### config.mk
export PLATFORM = sky130hd
export DESIGN_NAME = fetch_unit
export DESIGN_NICKNAME = d
export VERILOG_FILES = /design/src/rtl/fetch_unit_pkg.sv /design/src/rtl/fetch_buf.sv /design/src/rtl/fetch_unit.sv
export SDC_FILE = /design/constraint.sdc
export NUM_CORES = 1
export LEC_CHECK = 0
export BUFFER_PORTS_ARGS = -buffer_cell sky130_fd_sc_hd__buf_2
export CORE_UTILIZATION = 50
export DETAILED_ROUTE_END_ITERATION = 10
export GPL_ROUTABILITY_DRIVEN = 0
export GPL_TIMING_DRIVEN = 0
export HOLD_SLACK_MARGIN = 0.02
export PLACE_DENSITY_LB_ADDON = 0.3
export RECOVER_POWER = 50
export SLEW_MARGIN = 30
export SYNTH_ARGS = -nofsm -noshare
export SYNTH_HDL_FRONTEND = slang
export SYNTH_SLANG_ARGS = --single-unit
### constraint.sdc
create_clock -name clk -period 1.8 [get_ports clk]
set_input_delay 0.18 -clock clk [delete_from_list [all_inputs] [get_ports clk]]
set_output_delay 0.18 -clock clk [all_outputs]
set_load 0.03 [all_outputs]
### src/rtl/fetch_unit_pkg.sv
// Shared types and default parameters for the instruction fetch stage.
package fetch_unit_pkg;

  localparam int unsigned DefBusWidth = 16;
  localparam int unsigned DefAddrW    = 8;
  localparam int unsigned DefResetPc  = 0;

  typedef enum logic [1:0] {
    FETCH,
    WAIT_DRAIN,
    HALTED
  } fetch_state_t;

endpackage

### src/rtl/fetch_buf.sv
// One-entry prefetch buffer (valid/data/pc) between instruction memory and the IR.
module fetch_buf
  import fetch_unit_pkg::*;
#(
  parameter int unsigned BUS_WIDTH = DefBusWidth,
  parameter int unsigned ADDR_W    = DefAddrW
) (
  input  logic                 clk,
  input  logic                 reset,
  input  logic                 flush,
  input  logic                 load,
  input  logic [BUS_WIDTH-1:0] load_data,
  input  logic [ADDR_W-1:0]    load_pc,
  input  logic                 unload,
  output logic                 valid,
  output logic [BUS_WIDTH-1:0] data,
  output logic [ADDR_W-1:0]    pc
);

  logic                 valid_q;
  logic [BUS_WIDTH-1:0] data_q;
  logic [ADDR_W-1:0]    pc_q;

  // A load in the same cycle as an unload replaces the entry.
  always_ff @(posedge clk) begin
    if (!reset) begin
      valid_q <= 1'b0;
      data_q  <= '0;
      pc_q    <= '0;
    end else if (flush) begin
      valid_q <= 1'b0;
    end else if (load) begin
      valid_q <= 1'b1;
      data_q  <= load_data;
      pc_q    <= load_pc;
    end else if (unload) begin
      valid_q <= 1'b0;
    end
  end

  assign valid = valid_q;
  assign data  = data_q;
  assign pc    = pc_q;

endmodule

### src/rtl/fetch_unit.sv
// Instruction fetch stage: PC, request FSM and instruction register.
// Define FETCH_PREFETCH_BUF_EN to place a one-entry fetch_buf between memory and the IR.
module fetch_unit
  import fetch_unit_pkg::*;
#(
  parameter int unsigned BUS_WIDTH = DefBusWidth,
  parameter int unsigned ADDR_W    = DefAddrW,
  parameter int unsigned RESET_PC  = DefResetPc
) (
  input  logic                 clk,
  input  logic                 reset,
  output logic                 imem_req,
  output logic [ADDR_W-1:0]    imem_addr,
  input  logic                 imem_ack,
  input  logic [BUS_WIDTH-1:0] imem_rdata,
  output logic [BUS_WIDTH-1:0] ir,
  output logic                 ir_valid,
  input  logic                 ir_ready,
  output logic [ADDR_W-1:0]    ir_pc,
  input  logic                 redirect,
  input  logic [ADDR_W-1:0]    redirect_pc,
  input  logic                 halt
);

  fetch_state_t         state_q, state_d;
  logic [ADDR_W-1:0]    pc_q, pc_d, redir_pc_q, redir_pc_d, ir_pc_q, ir_pc_d;
  logic                 req_q, req_d, redir_pend_q, redir_pend_d, ir_valid_q, ir_valid_d;
  logic [BUS_WIDTH-1:0] ir_q, ir_d;
  logic                 ack_ok, in_flight, consume, capture, full_next;

  assign ack_ok    = req_q & imem_ack;
  assign in_flight = req_q & ~imem_ack;
  assign consume   = ir_valid_q & ir_ready;
  // Data of a request overtaken by a redirect is dropped.
  assign capture   = ack_ok & ~redir_pend_q & ~redirect;

  // imem_addr is pc_q, so a redirect during an open request is parked until its ack.
  always_comb begin
    pc_d         = pc_q;
    redir_pend_d = redir_pend_q;
    redir_pc_d   = redir_pc_q;
    if (redirect) begin
      if (in_flight) begin
        redir_pend_d = 1'b1;
        redir_pc_d   = redirect_pc;
      end else begin
        pc_d         = redirect_pc;
        redir_pend_d = 1'b0;
      end
    end else if (ack_ok) begin
      pc_d         = redir_pend_q ? redir_pc_q : pc_q + ADDR_W'(1);
      redir_pend_d = 1'b0;
    end
  end

`ifdef FETCH_PREFETCH_BUF_EN
  logic                 buf_valid, buf_load, buf_unload, buf_valid_next;
  logic [BUS_WIDTH-1:0] buf_data;
  logic [ADDR_W-1:0]    buf_pc;

  fetch_buf #(
    .BUS_WIDTH(BUS_WIDTH),
    .ADDR_W   (ADDR_W)
  ) u_fetch_buf (
    .clk      (clk),
    .reset    (reset),
    .flush    (redirect),
    .load     (buf_load),
    .load_data(imem_rdata),
    .load_pc  (pc_q),
    .unload   (buf_unload),
    .valid    (buf_valid),
    .data     (buf_data),
    .pc       (buf_pc)
  );

  always_comb begin
    ir_d       = ir_q;
    ir_pc_d    = ir_pc_q;
    ir_valid_d = ir_valid_q;
    buf_load   = 1'b0;
    buf_unload = 1'b0;
    if (redirect) begin
      ir_valid_d = 1'b0;
    end else if (!ir_valid_q || consume) begin
      if (buf_valid) begin
        ir_d       = buf_data;
        ir_pc_d    = buf_pc;
        ir_valid_d = 1'b1;
        buf_unload = 1'b1;
        buf_load   = capture;
      end else if (capture) begin
        ir_d       = imem_rdata;
        ir_pc_d    = pc_q;
        ir_valid_d = 1'b1;
      end else begin
        ir_valid_d = 1'b0;
      end
    end else begin
      buf_load = capture;
    end
  end

  assign buf_valid_next = ~redirect & (buf_load | (buf_valid & ~buf_unload));
  assign full_next      = ir_valid_d & buf_valid_next;
`else
  // Requests start only with the IR empty, so an ack never meets a full IR.
  always_comb begin
    ir_d       = ir_q;
    ir_pc_d    = ir_pc_q;
    ir_valid_d = ir_valid_q;
    if (redirect) begin
      ir_valid_d = 1'b0;
    end else if (capture) begin
      ir_d       = imem_rdata;
      ir_pc_d    = pc_q;
      ir_valid_d = 1'b1;
    end else if (consume) begin
      ir_valid_d = 1'b0;
    end
  end

  assign full_next = ir_valid_d;
`endif

  // A new request starts whenever none stays open, unless halted or storage is full.
  always_comb begin
    state_d = state_q;
    req_d   = req_q;
    if (state_q == FETCH && in_flight) begin
      state_d = FETCH;
      req_d   = 1'b1;
    end else if (halt) begin
      state_d = HALTED;
      req_d   = 1'b0;
    end else if (full_next) begin
      state_d = WAIT_DRAIN;
      req_d   = 1'b0;
    end else begin
      state_d = FETCH;
      req_d   = 1'b1;
    end
  end

  always_ff @(posedge clk) begin
    if (!reset) begin
      state_q      <= FETCH;
      pc_q         <= ADDR_W'(RESET_PC);
      req_q        <= 1'b0;
      redir_pend_q <= 1'b0;
      redir_pc_q   <= '0;
      ir_q         <= '0;
      ir_pc_q      <= '0;
      ir_valid_q   <= 1'b0;
    end else begin
      state_q      <= state_d;
      pc_q         <= pc_d;
      req_q        <= req_d;
      redir_pend_q <= redir_pend_d;
      redir_pc_q   <= redir_pc_d;
      ir_q         <= ir_d;
      ir_pc_q      <= ir_pc_d;
      ir_valid_q   <= ir_valid_d;
    end
  end

  assign imem_req  = req_q;
  assign imem_addr = pc_q;
  assign ir        = ir_q;
  assign ir_pc     = ir_pc_q;
  assign ir_valid  = ir_valid_q;

endmodule

==> results.py, run 1 <==
metrics = {
    "outcome": {
        "outcome": "completed",
    },
    "power_and_ir_drop": {
        "power_frac_clock_pct": 30.2,
        "pwr-share-comb_pct": 15.1,
        "switching_power_uw": 544,
        "internal-power_mw": 1.41,
        "p_seq_share_pct": 54.7,
        "cellPowerDensity_nw_per_um2": 800,
        "leakage_nw": 0.914,
        "switching_share_pct": 27.8,
        "vdd_ir_drop_max_uv": 543,
    },
    "clock_network": {
        "cts_max_level": 2,
        "cts_tree": "done",
        "cts_buffer_depth": 2,
        "numCtsBuffers": 5,
        "cts_root_buffer": "clkbuf_8",
        "ctsResizeCount": 0,
        "cts_sinks": 45,
        "ctsHoldBuffers": 0,
        "clk-insertion-delay-late_ns": 0.29,
        "cts_setup_buffers": 0,
        "path_clk_slew_ns": 0.09,
    },
    "setup_path": {
        "critPathLaunch": "imem_addr[0]$_SDFFE_PN0P_",
        "rr_startpoint": "imem_addr[0]$_SDFFE_PN0P_",
        "critical_path_class": "flip-flop to flip-flop",
        "worstPathRequired_ns": 1.98,
        "cp.arrival_ns": 1.69,
        "crit_fanout": 7,
        "cp-end-kind": "flip-flop",
        "worstRegToRegCells": 5,
        "endpoint": "imem_addr[4]$_SDFFE_PN0P_",
        "rr_endpoint": "imem_addr[4]$_SDFFE_PN0P_",
        "worst_setup_path_start_kind": "flip-flop",
        "r2r_slack_ns": 0.30,
    },
    "flow_run": {
        "maxCapViolations": 0,
    },
    "die": {
        "die_w_um": 65.8,
        "ios": 64,
        "row_count": 22,
        "die_area_um2": 4340,
        "die_h_um": 65.8,
        "start_util_pct": 54.0,
        "core_um2": 3770,
    },
    "place": {
        "dp_hpwl_mm": 3.30,
        "port_buffers": 63,
        "dp_slack_ns": 0.321,
    },
    "logic_synthesis": {
        "ys.warnings.count": 0,
        "syn_area_um2": 2040,
        "yosysUniqueCellTypes": 47,
        "syn_nets": 262,
        "ys_seq_area_share_pct": 44.2,
        "avgSynthCellArea_um2": 8.82,
        "syn_inst": 231,
        "ys_dominant_reg_cell": "dfxtp_1",
        "ys_ff_latch": 45,
        "async_flop_share_pct": 0,
        "synth_edf_count": 0,
    },
    "drt": {
        "num_vias": 1819,
        "antenna_left": 0,
        "vias_per_cell": 5.20,
        "wl_per_cell_um": 12.7,
        "drt_wl_total_mm": 4.45,
        "drc_errors": 0,
        "drt_iter0_drc": 94,
        "first_pass_iters": 4,
    },
    "finish": {
        "diodes": 0,
        "area_growth_pct": 20.0,
        "layout-drive-gt1-share_pct": 19.9,
        "layout.nets": 332,
    },
    "sta": {
        "layout_min_cycle_time_ns": 1.50,
        "max_freq_mhz": 665,
        "setup_tns_ns": 0,
        "tightestPinTransition_ns": 0.692,
        "maxSlewViolCount": 0,
        "slew-limit-headroom_pct": 53.6,
        "final.setup.worst_slack_ns": 0.297,
        "hold_viol_final": 0,
        "finalCritPeriodShare_pct": 83.5,
        "rsz0062_at_grt": "false",
        "fin_skew_ns": 0.00858,
        "setup_viol": 0,
    },
    "grt": {
        "gr-usage-all-layers_pct": 22.6,
        "grt_overflow": 0,
        "antenna_found_initial": 0,
        "grt_pass1_wl_mm": 7.50,
        "grt_pass1_vias": 1697,
        "grt_max_degree": 14,
    },
    "hold_path": {
        "hold_path_class": "primary input to flip-flop",
    },
}
through the flow:
step           area (µm²)  hold WS (ns)  total power [mW]  util (%)  std cells
2_1_floorplan        2040         0.315              1.29         -        231
3_3_place_gp         2410         0.421              1.39      64.0        342
3_5_place_dp         2410         0.425              1.40      64.0        342
4_1_cts              2500         0.114              1.98      66.2        350
5_1_grt              2450         0.111              2.06      64.9        350
6_report             2450         0.122              1.96      64.9        350
cells in the final DEF, fill, tap and decap left out, drive strengths merged, types with 5 or more instances in the layout:
cell type / Yosys / final
nand2: 63 / 63
clkbuf: 5 / 46
dfxtp: 45 / 45
buf: 9 / 37
a21boi: 31 / 31
nand3: 11 / 11
o21ai: 10 / 10
a21oi: 9 / 9
mux2i: 7 / 7
nor2b: 5 / 5
area by class of cell:
cell class              count  area, µm²
flip-flops and latches     45        901
multi-input cells         169       1030
clock inverters             2       10.0
clock buffers               6       72.6
fillers                   355       1330
repair buffers             63        273
plain buffers              14       83.8
well taps                  48       60.1
inverters                   3       11.3
worst min-delay path by stage:
stage                         from                   to  slack (ns)  cells past startpoint
floorplan            imem_rdata[0]   ir[0]$_SDFFE_PN0P_        0.31                      2
global placement     imem_rdata[0]   ir[0]$_SDFFE_PN0P_        0.42                      3
detailed placement  imem_rdata[14]  ir[14]$_SDFFE_PN0P_        0.42                      3
CTS                  imem_rdata[7]   ir[7]$_SDFFE_PN0P_        0.11                      3
global route        imem_rdata[10]  ir[10]$_SDFFE_PN0P_        0.11                      3
finish              imem_rdata[14]  ir[14]$_SDFFE_PN0P_        0.12                      3
power groups by stage:
stage	Clock [mW]	Combinational, mW	Sequential (mW)
6_report	0.592	0.295	1.07
5_1_grt	0.655	0.325	1.08
4_1_cts	0.607	0.306	1.07
3_5_place_dp	0	0.304	1.09
3_3_place_gp	0	0.302	1.09
2_1_floorplan	0	0.151	1.14
synth_stat cells, types with 2 or more instances:
master,number,share of area (%)
a211oi_1,2,0.74
dfxtp_1,45,44
and2_1,2,0.61
o211ai_1,2,0.74
clkbuf_1,5,0.92
a21boi_2,6,3.3
a21oi_1,8,2.0
nand4_1,2,0.61
nand2_1,61,11
nor2_1,3,0.55
mux2i_1,7,3.4
nor2b_1,4,1.2
a21boi_0,11,4.1
a211o_1,3,1.3
buf_2,5,1.2
nand3_1,10,2.5
buf_6,3,1.7
a21boi_1,14,5.2
o21ai_0,9,2.2
inv_1,2,0.37
logic make-up (layout without fill, tap and decap cells):
logic type,Yosys count,count (layout),share of synthesized area [%]
adders and majority gates,1,1,0.614
xor gates and xnor gates,2,2,0.860
and+or+nand+nor,96,96,23.0
buffers and inverters,17,88,4.73
AOI/OAI and AO/OA,63,63,23.1
DFF,45,45,44.2
muxes,7,7,3.44
layer usage:
| metal | global-route usage (%) | routed length [µm] | up-vias |
|---|---|---|---|
| li1 | - | - | 938 |
| met1 | 28.7 | 2100 | 829 |
| met2 | 37.0 | 2070 | 50 |
| met3 | 5.52 | 256 | 2 |
| met4 | 8.15 | 24 | 0 |
| met5 | 0 | 0 | - |
critical path: stages (launching register included):
cell	delay, ns
dfxtp_1	0.45
ha_1	0.25
nand4_1	0.17
mux2i_1	0.17
o21ai_0	0.10
o221a_2	0.26
state kept, by name, summed over array words and instances (netlist names):
register	flops
ir_valid	1
redir_pc_q	8
state_q	2
imem_addr	8
ir_pc	8
imem_req	1
ir	16
redir_pend_q	1
(Power assumes the default switching activity.)
==> run 2, diff against run 1 <==
Settings changed: ABC_AREA from default to 1.
Clock period 1.8 ns to 1.6 ns, I/O delays scaled along.
==> run 2 against run 1 <==
Net effect:
- clock skew is 0.0045 ns lower
- routed wire length is 1.1% lower
- largest power group unchanged
- clock power up 11%
- critical path depth rose by 3
- design area is 3.9% lower
==> results.py, run 2 <==
metrics = {
    "outcome": {
        "outcome": "completed",
    },
    "logic_synthesis": {
        "ys_seq_area_share_pct": 46.1,
        "ys_dominant_reg_cell": "dfxtp_1",
        "synth_top_family_by_area": "simple AND/OR/NAND/NOR gates",
        "synthTopCellsByCount": "nor2_1 (51), dfxtp_1 (45), nand2_1 (40), o21ai_0 (26), a21oi_1 (22)",
        "yosysUniqueCellTypes": 29,
        "synth_edf_count": 0,
        "synth_mux_area_share_pct": 0,
        "synth_most_common_cell": "nor2_1",
        "yosys.area.top_type": "dfxtp_1",
        "synthAdderAreaFrac_pct": 0.640,
        "async_flop_share_pct": 0,
        "syn_nets": 291,
        "syn_area_um2": 1950,
        "ys.warnings.count": 0,
        "synth_xor_area_share_pct": 0,
        "synth_compound_area_share_pct": 18.2,
        "yosys.area_share.simple_pct": 26.1,
        "avgSynthCellArea_um2": 7.52,
        "yosys-top-cells-area": "dfxtp_1 (46%), nor2_1 (9.8%), nand2_1 (7.7%)",
        "yosysTopAreaCellShare_pct": 46.1,
        "syn_inst": 260,
        "ys_ff_latch": 45,
    },
    "flow_run": {
        "maxCapViolations": 0,
    },
    "setup_path": {
        "worst_setup_path_start_kind": "flip-flop",
        "worstPathRequired_ns": 1.83,
        "worstRegToRegCells": 8,
        "critical_path_class": "flip-flop to flip-flop",
        "cp-end-kind": "flip-flop",
        "cp.arrival_ns": 1.66,
        "r2r_slack_ns": 0.17,
        "rr_startpoint": "redir_pend_q$_SDFFE_PN0P_",
        "rr_endpoint": "imem_req$_SDFF_PN0_",
        "crit_fanout": 10,
    },
    "drt": {
        "drc_errors": 0,
        "first_pass_iters": 4,
        "vias_per_cell": 4.99,
        "drt_iter0_drc": 88,
        "num_vias": 1886,
        "drt_wl_total_mm": 4.40,
        "antenna_left": 0,
        "wl_per_cell_um": 11.7,
    },
    "grt": {
        "grt_pass1_wl_mm": 7.45,
        "gr-usage-all-layers_pct": 22.9,
        "antenna_found_initial": 0,
        "use_met1_pct": 27.2,
        "grt_max_degree": 13,
        "grt_overflow": 0,
        "grtUsageMet2_pct": 40.3,
        "grt.busiest_layer": "met2",
        "grt_util_met3_pct": 6.34,
        "grt_pass1_vias": 1745,
    },
    "power_and_ir_drop": {
        "p_seq_share_pct": 53.5,
        "total_power_mw": 2.26,
        "vdd_ir_drop_max_uv": 533,
        "pwr-share-comb_pct": 17.4,
        "switching_power_uw": 652,
        "cellPowerDensity_nw_per_um2": 962,
        "switching_share_pct": 28.8,
        "leakage_nw": 0.990,
        "internal-power_mw": 1.61,
        "power_frac_clock_pct": 29.1,
    },
    "die": {
        "start_util_pct": 52.6,
        "die_h_um": 64.5,
        "ios": 64,
        "die_w_um": 64.5,
        "die_area_um2": 4160,
        "core_um2": 3720,
        "row_count": 22,
    },
    "clock_network": {
        "cts_max_level": 2,
        "cts_setup_buffers": 0,
        "cts_root_buffer": "clkbuf_8",
        "ctsResizeCount": 0,
        "path_clk_slew_ns": 0.08,
        "clk-insertion-delay-late_ns": 0.29,
        "ctsHoldBuffers": 0,
        "cts_tree": "done",
        "cts_sinks": 45,
        "cts_buffer_depth": 2,
        "numCtsBuffers": 5,
    },
    "finish": {
        "final_cell_mix": "nor2_1 (51), dfxtp_1 (45), nand2_1 (41), clkbuf_1 (37), buf_2 (33)",
        "stdcell_area_um2": 2350,
        "final_common_cell": "nor2_1",
        "diodes": 0,
        "area_growth_pct": 20.3,
        "layoutNonFillerInstCount": 378,
        "layout-drive-gt1-share_pct": 17.6,
        "layout.nets": 360,
        "largest_register_ffs": 16,
        "final_util_pct": 63.3,
    },
    "sta": {
        "finalCritPeriodShare_pct": 89.3,
        "final.setup.worst_slack_ns": 0.171,
        "rsz0062_at_grt": "false",
        "hold_viol_final": 0,
        "layout_min_cycle_time_ns": 1.43,
        "slew-limit-headroom_pct": 68.3,
        "max_freq_mhz": 700,
        "fin_skew_ns": 0.00412,
        "maxSlewViolCount": 0,
        "tightestPinTransition_ns": 0.476,
        "setup_viol": 0,
        "fin_hold_ws_ns": 0.0367,
        "setup_tns_ns": 0,
    },
    "hold_path": {
        "min-delay-start": "halt",
        "worstHoldPathCells": 2,
        "min_to": "state_q[0]$_SDFF_PP0_",
        "hold_path_class": "primary input to flip-flop",
    },
    "place": {
        "port_buffers": 62,
        "dp_hpwl_mm": 3.31,
        "place_area_um2": 2320,
        "dp_slack_ns": 0.216,
        "placed_cells": 370,
    },
}
==> run 2: cell count changes after synthesis, moves of 6 or more <==
cell      previous run  this run
nand3_1             10        16
nand2_1             61        40
nor2_1               3        51
o21ai_0              9        26
a21boi_0            11         0
inv_1                2        14
mux2i_1              7         0
a21oi_1              8        22
o21ai_1              0        11
a21boi_1            14         0
a21boi_2             6         0
==> run 2: final cells by class <==
cell class | count | area, µm²
fill | 391 | 1370
sequential | 45 | 901
multi-input combinational | 183 | 871
timing repair buffer | 62 | 272
buffer | 13 | 93.8
clock buffer | 8 | 80.1
inverter | 19 | 73.8
tap | 48 | 60.1
==> run 2: kinds of logic after synthesis <==
group | count (synthesis)
AND/OR/NAND/NOR | 117
AO/OA/AOI/OAI | 65
flip-flops | 45
buffers and inverters | 32
adder cells (fa/ha/maj) | 1
==> run 2: per-layer routing <==
layer	share of wire, %	vias up	wire length, µm
li1	-	981	-
met1	46	845	2010
met2	47	54	2070
met3	6.2	6	272
met4	1.0	0	46
met5	0	-	0
==> run 2: power groups by stage <==
| stage | Clock [mW] | Sequential, mW | Combinational (mW) |
|---|---|---|---|
| floorplan | 0 | 1.31 | 0.197 |
| global placement | 0 | 1.23 | 0.399 |
| detailed placement | 0 | 1.23 | 0.404 |
| CTS | 0.684 | 1.21 | 0.406 |
| global route | 0.730 | 1.22 | 0.438 |
| finish | 0.658 | 1.21 | 0.393 |
==> run 2: critical path, cell delays in order, from the launching register on <==
cell and delay (ns):
dfxtp_1 0.33, buf_6 0.13, nor2_4 0.05, nand2_2 0.08, clkbuf_1 0.39, o21ai_2 0.09, inv_1 0.11, nand2_1 0.07
a21oi_1 0.11
==> run 2: worst max-delay path by stage <==
stage / from / end / slack, ns
after detailed placement: imem_addr[1]$_SDFFE_PN0P_ / imem_addr[6]$_SDFFE_PN0P_ / 0.22
after global routing: redir_pend_q$_SDFFE_PN0P_ / imem_req$_SDFF_PN0_ / 0.02
final: redir_pend_q$_SDFFE_PN0P_ / imem_req$_SDFF_PN0_ / 0.17
after global placement: imem_addr[1]$_SDFFE_PN0P_ / imem_addr[6]$_SDFFE_PN0P_ / 0.22
after CTS: imem_addr[1]$_SDFFE_PN0P_ / imem_addr[6]$_SDFFE_PN0P_ / 0.20
after floorplan: imem_addr[1]$_SDFFE_PN0P_ / imem_addr[6]$_SDFFE_PN0P_ / 0.16
==> run 3, diff against run 2 <==
Settings changed: GPL_TIMING_DRIVEN 0 to 1.
Clock period 1.6 ns to 1.45 ns, I/O delays scaled along.
==> run 3 against run 2 <==
Net effect:
- critical path type unchanged
- clock skew rose by 0.0048 ns
- routed wire length fell by 1.6%
- clock power rose by 42%
- critical path depth fell by 4
- sequential share of layout area fell by 0.069 points
- cell count fell by 1.1%
- worst setup slack got worse by 0.029 ns
- register-to-register slack got worse by 0.03 ns
==> results.py, run 3 (synthesis gave the netlist of run 2 again) <==
metrics = {
    "outcome": {
        "outcome": "completed",
    },
    "clock_network": {
        "cts_buffer_depth": 2,
        "cts_max_level": 2,
        "numCtsBuffers": 5,
        "cts_root_buffer": "clkbuf_8",
        "clk-insertion-delay-late_ns": 0.30,
        "cts_setup_buffers": 0,
        "path_clk_slew_ns": 0.09,
        "cts_tree": "done",
        "cts_sinks": 45,
    },
    "finish": {
        "layoutNonFillerInstCount": 374,
        "final_cell_mix": "nor2_1 (51), dfxtp_1 (44), nand2_1 (41), clkbuf_1 (34), buf_2 (30)",
        "layout-drive-gt1-share_pct": 18.1,
        "stdcell_area_um2": 2360,
        "final_util_pct": 63.5,
        "final_common_cell": "nor2_1",
        "area_growth_pct": 20.7,
        "layout.nets": 356,
        "largest_register_ffs": 16,
        "diodes": 0,
    },
    "drt": {
        "drt_wl_total_mm": 4.33,
        "first_pass_iters": 4,
        "drc_errors": 0,
        "drt_iter0_drc": 83,
        "num_vias": 1833,
        "vias_per_cell": 4.90,
        "antenna_left": 0,
        "wl_per_cell_um": 11.6,
    },
    "sta": {
        "hold_viol_final": 0,
        "rsz0062_at_grt": "false",
        "final.setup.worst_slack_ns": 0.142,
        "maxSlewViolCount": 0,
        "tightestPinTransition_ns": 0.439,
        "layout_min_cycle_time_ns": 1.31,
        "finalCritPeriodShare_pct": 90.2,
        "slew-limit-headroom_pct": 70.7,
        "setup_viol": 0,
        "fin_skew_ns": 0.00890,
        "setup_tns_ns": 0,
        "max_freq_mhz": 764,
        "fin_hold_ws_ns": 0.0747,
    },
    "setup_path": {
        "cp-end-kind": "flip-flop",
        "cp.arrival_ns": 1.51,
        "crit_chain": "inv_1, nor2_4, nand2_1, a221oi_1",
        "cp_slowest_stage_delay_ns": 0.36,
        "critical_path_class": "flip-flop to flip-flop",
        "rr_endpoint": "redir_pc_q[1]$_SDFFE_PN0P_",
        "worst_setup_path_start_kind": "flip-flop",
        "crit_slowest_cell": "dfxtp_1",
        "worstRegToRegCells": 4,
        "worstPathRequired_ns": 1.65,
        "crit_buf_inv": 1,
        "rr_startpoint": "imem_req$_SDFF_PN0_",
        "crit_fanout": 10,
        "r2r_slack_ns": 0.14,
        "cp_top_family": "simple AND/OR/NAND/NOR gates",
    },
    "place": {
        "port_buffers": 63,
        "placed_cells": 365,
        "dp_slack_ns": 0.140,
        "place_area_um2": 2280,
        "dp_hpwl_mm": 3.17,
    },
    "flow_run": {
        "maxCapViolations": 0,
    },
    "power_and_ir_drop": {
        "cellPowerDensity_nw_per_um2": 1150,
        "vdd_ir_drop_max_uv": 709,
        "total_power_mw": 2.70,
        "leakage_nw": 0.985,
    },
    "die": {
        "core_um2": 3720,
        "row_count": 22,
        "die_area_um2": 4160,
        "die_w_um": 64.5,
        "die_h_um": 64.5,
        "start_util_pct": 52.6,
        "ios": 64,
    },
    "hold_path": {
        "hold_path_class": "primary input to flip-flop",
        "min_to": "ir[0]$_SDFFE_PN0P_",
        "min-delay-start": "imem_rdata[0]",
        "worstHoldPathCells": 3,
    },
    "grt": {
        "grt_pass1_wl_mm": 7.02,
        "antenna_found_initial": 0,
        "grt_overflow": 0,
        "grt_max_degree": 32,
        "gr-usage-all-layers_pct": 21.8,
        "grt_pass1_vias": 1530,
    },
}
## run 3: cell types whose count changed in the layout (fill, tap and decap cells not counted), moves of 3 or more
cell	before	now
buf_2	33	30
buf_4	2	7
buf_6	3	0
clkbuf_1	37	34
## run 3: final cells by class
cell class / count / area, µm²
Multi-Input combinational cell: 183 / 871
Inverter: 19 / 77.6
Clock inverter: 2 / 38.8
Fill cell: 376 / 1360
Timing Repair Buffer: 71 / 337
Tap cell: 48 / 60.1
Clock buffer: 6 / 72.6
Sequential cell: 45 / 902
## run 3: how the worst max path moves through the flow
stage                                    startpoint                          to  slack, ns  depth (start not counted)
after floorplan           imem_addr[1]$_SDFFE_PN0P_   imem_addr[6]$_SDFFE_PN0P_       0.01                          8
after global placement    redir_pend_q$_SDFFE_PN0P_   imem_addr[0]$_SDFFE_PN0P_       0.17                          5
after detailed placement  redir_pend_q$_SDFFE_PN0P_   imem_addr[2]$_SDFFE_PN0P_       0.14                          5
after CTS                 redir_pend_q$_SDFFE_PN0P_   imem_addr[2]$_SDFFE_PN0P_       0.12                          5
after global routing            imem_req$_SDFF_PN0_  redir_pc_q[1]$_SDFFE_PN0P_       0.05                          4
final                           imem_req$_SDFF_PN0_  redir_pc_q[1]$_SDFFE_PN0P_       0.14                          4
## run 3: metal layers
metal / global-route usage (%) / part of all wire (%)
met1: 28.5 / 49
met2: 34.6 / 44
met3: 4.75 / 6.9
met4: 8.89 / 0.51
met5: 0 / 0
## run 3: power by group
| part | internal, mW | total, mW | switching (mW) |
|---|---|---|---|
| Clock | 0.517 | 0.935 | 0.417 |
| Sequential | 1.29 | 1.34 | 0.0508 |
| Combinational | 0.137 | 0.423 | 0.286 |
## run 3: worst min-delay path, cell delays in order
cell and delay [ns]:
buf_2 0.08, o21ai_1 0.06, nor2_1 0.07
## run 3: timing repair
action	CTS	global route
hold buffers	1	0
endpoints found under the hold margin	1	0
endpoints found under the setup margin	0	3
gates resized for setup	0	2
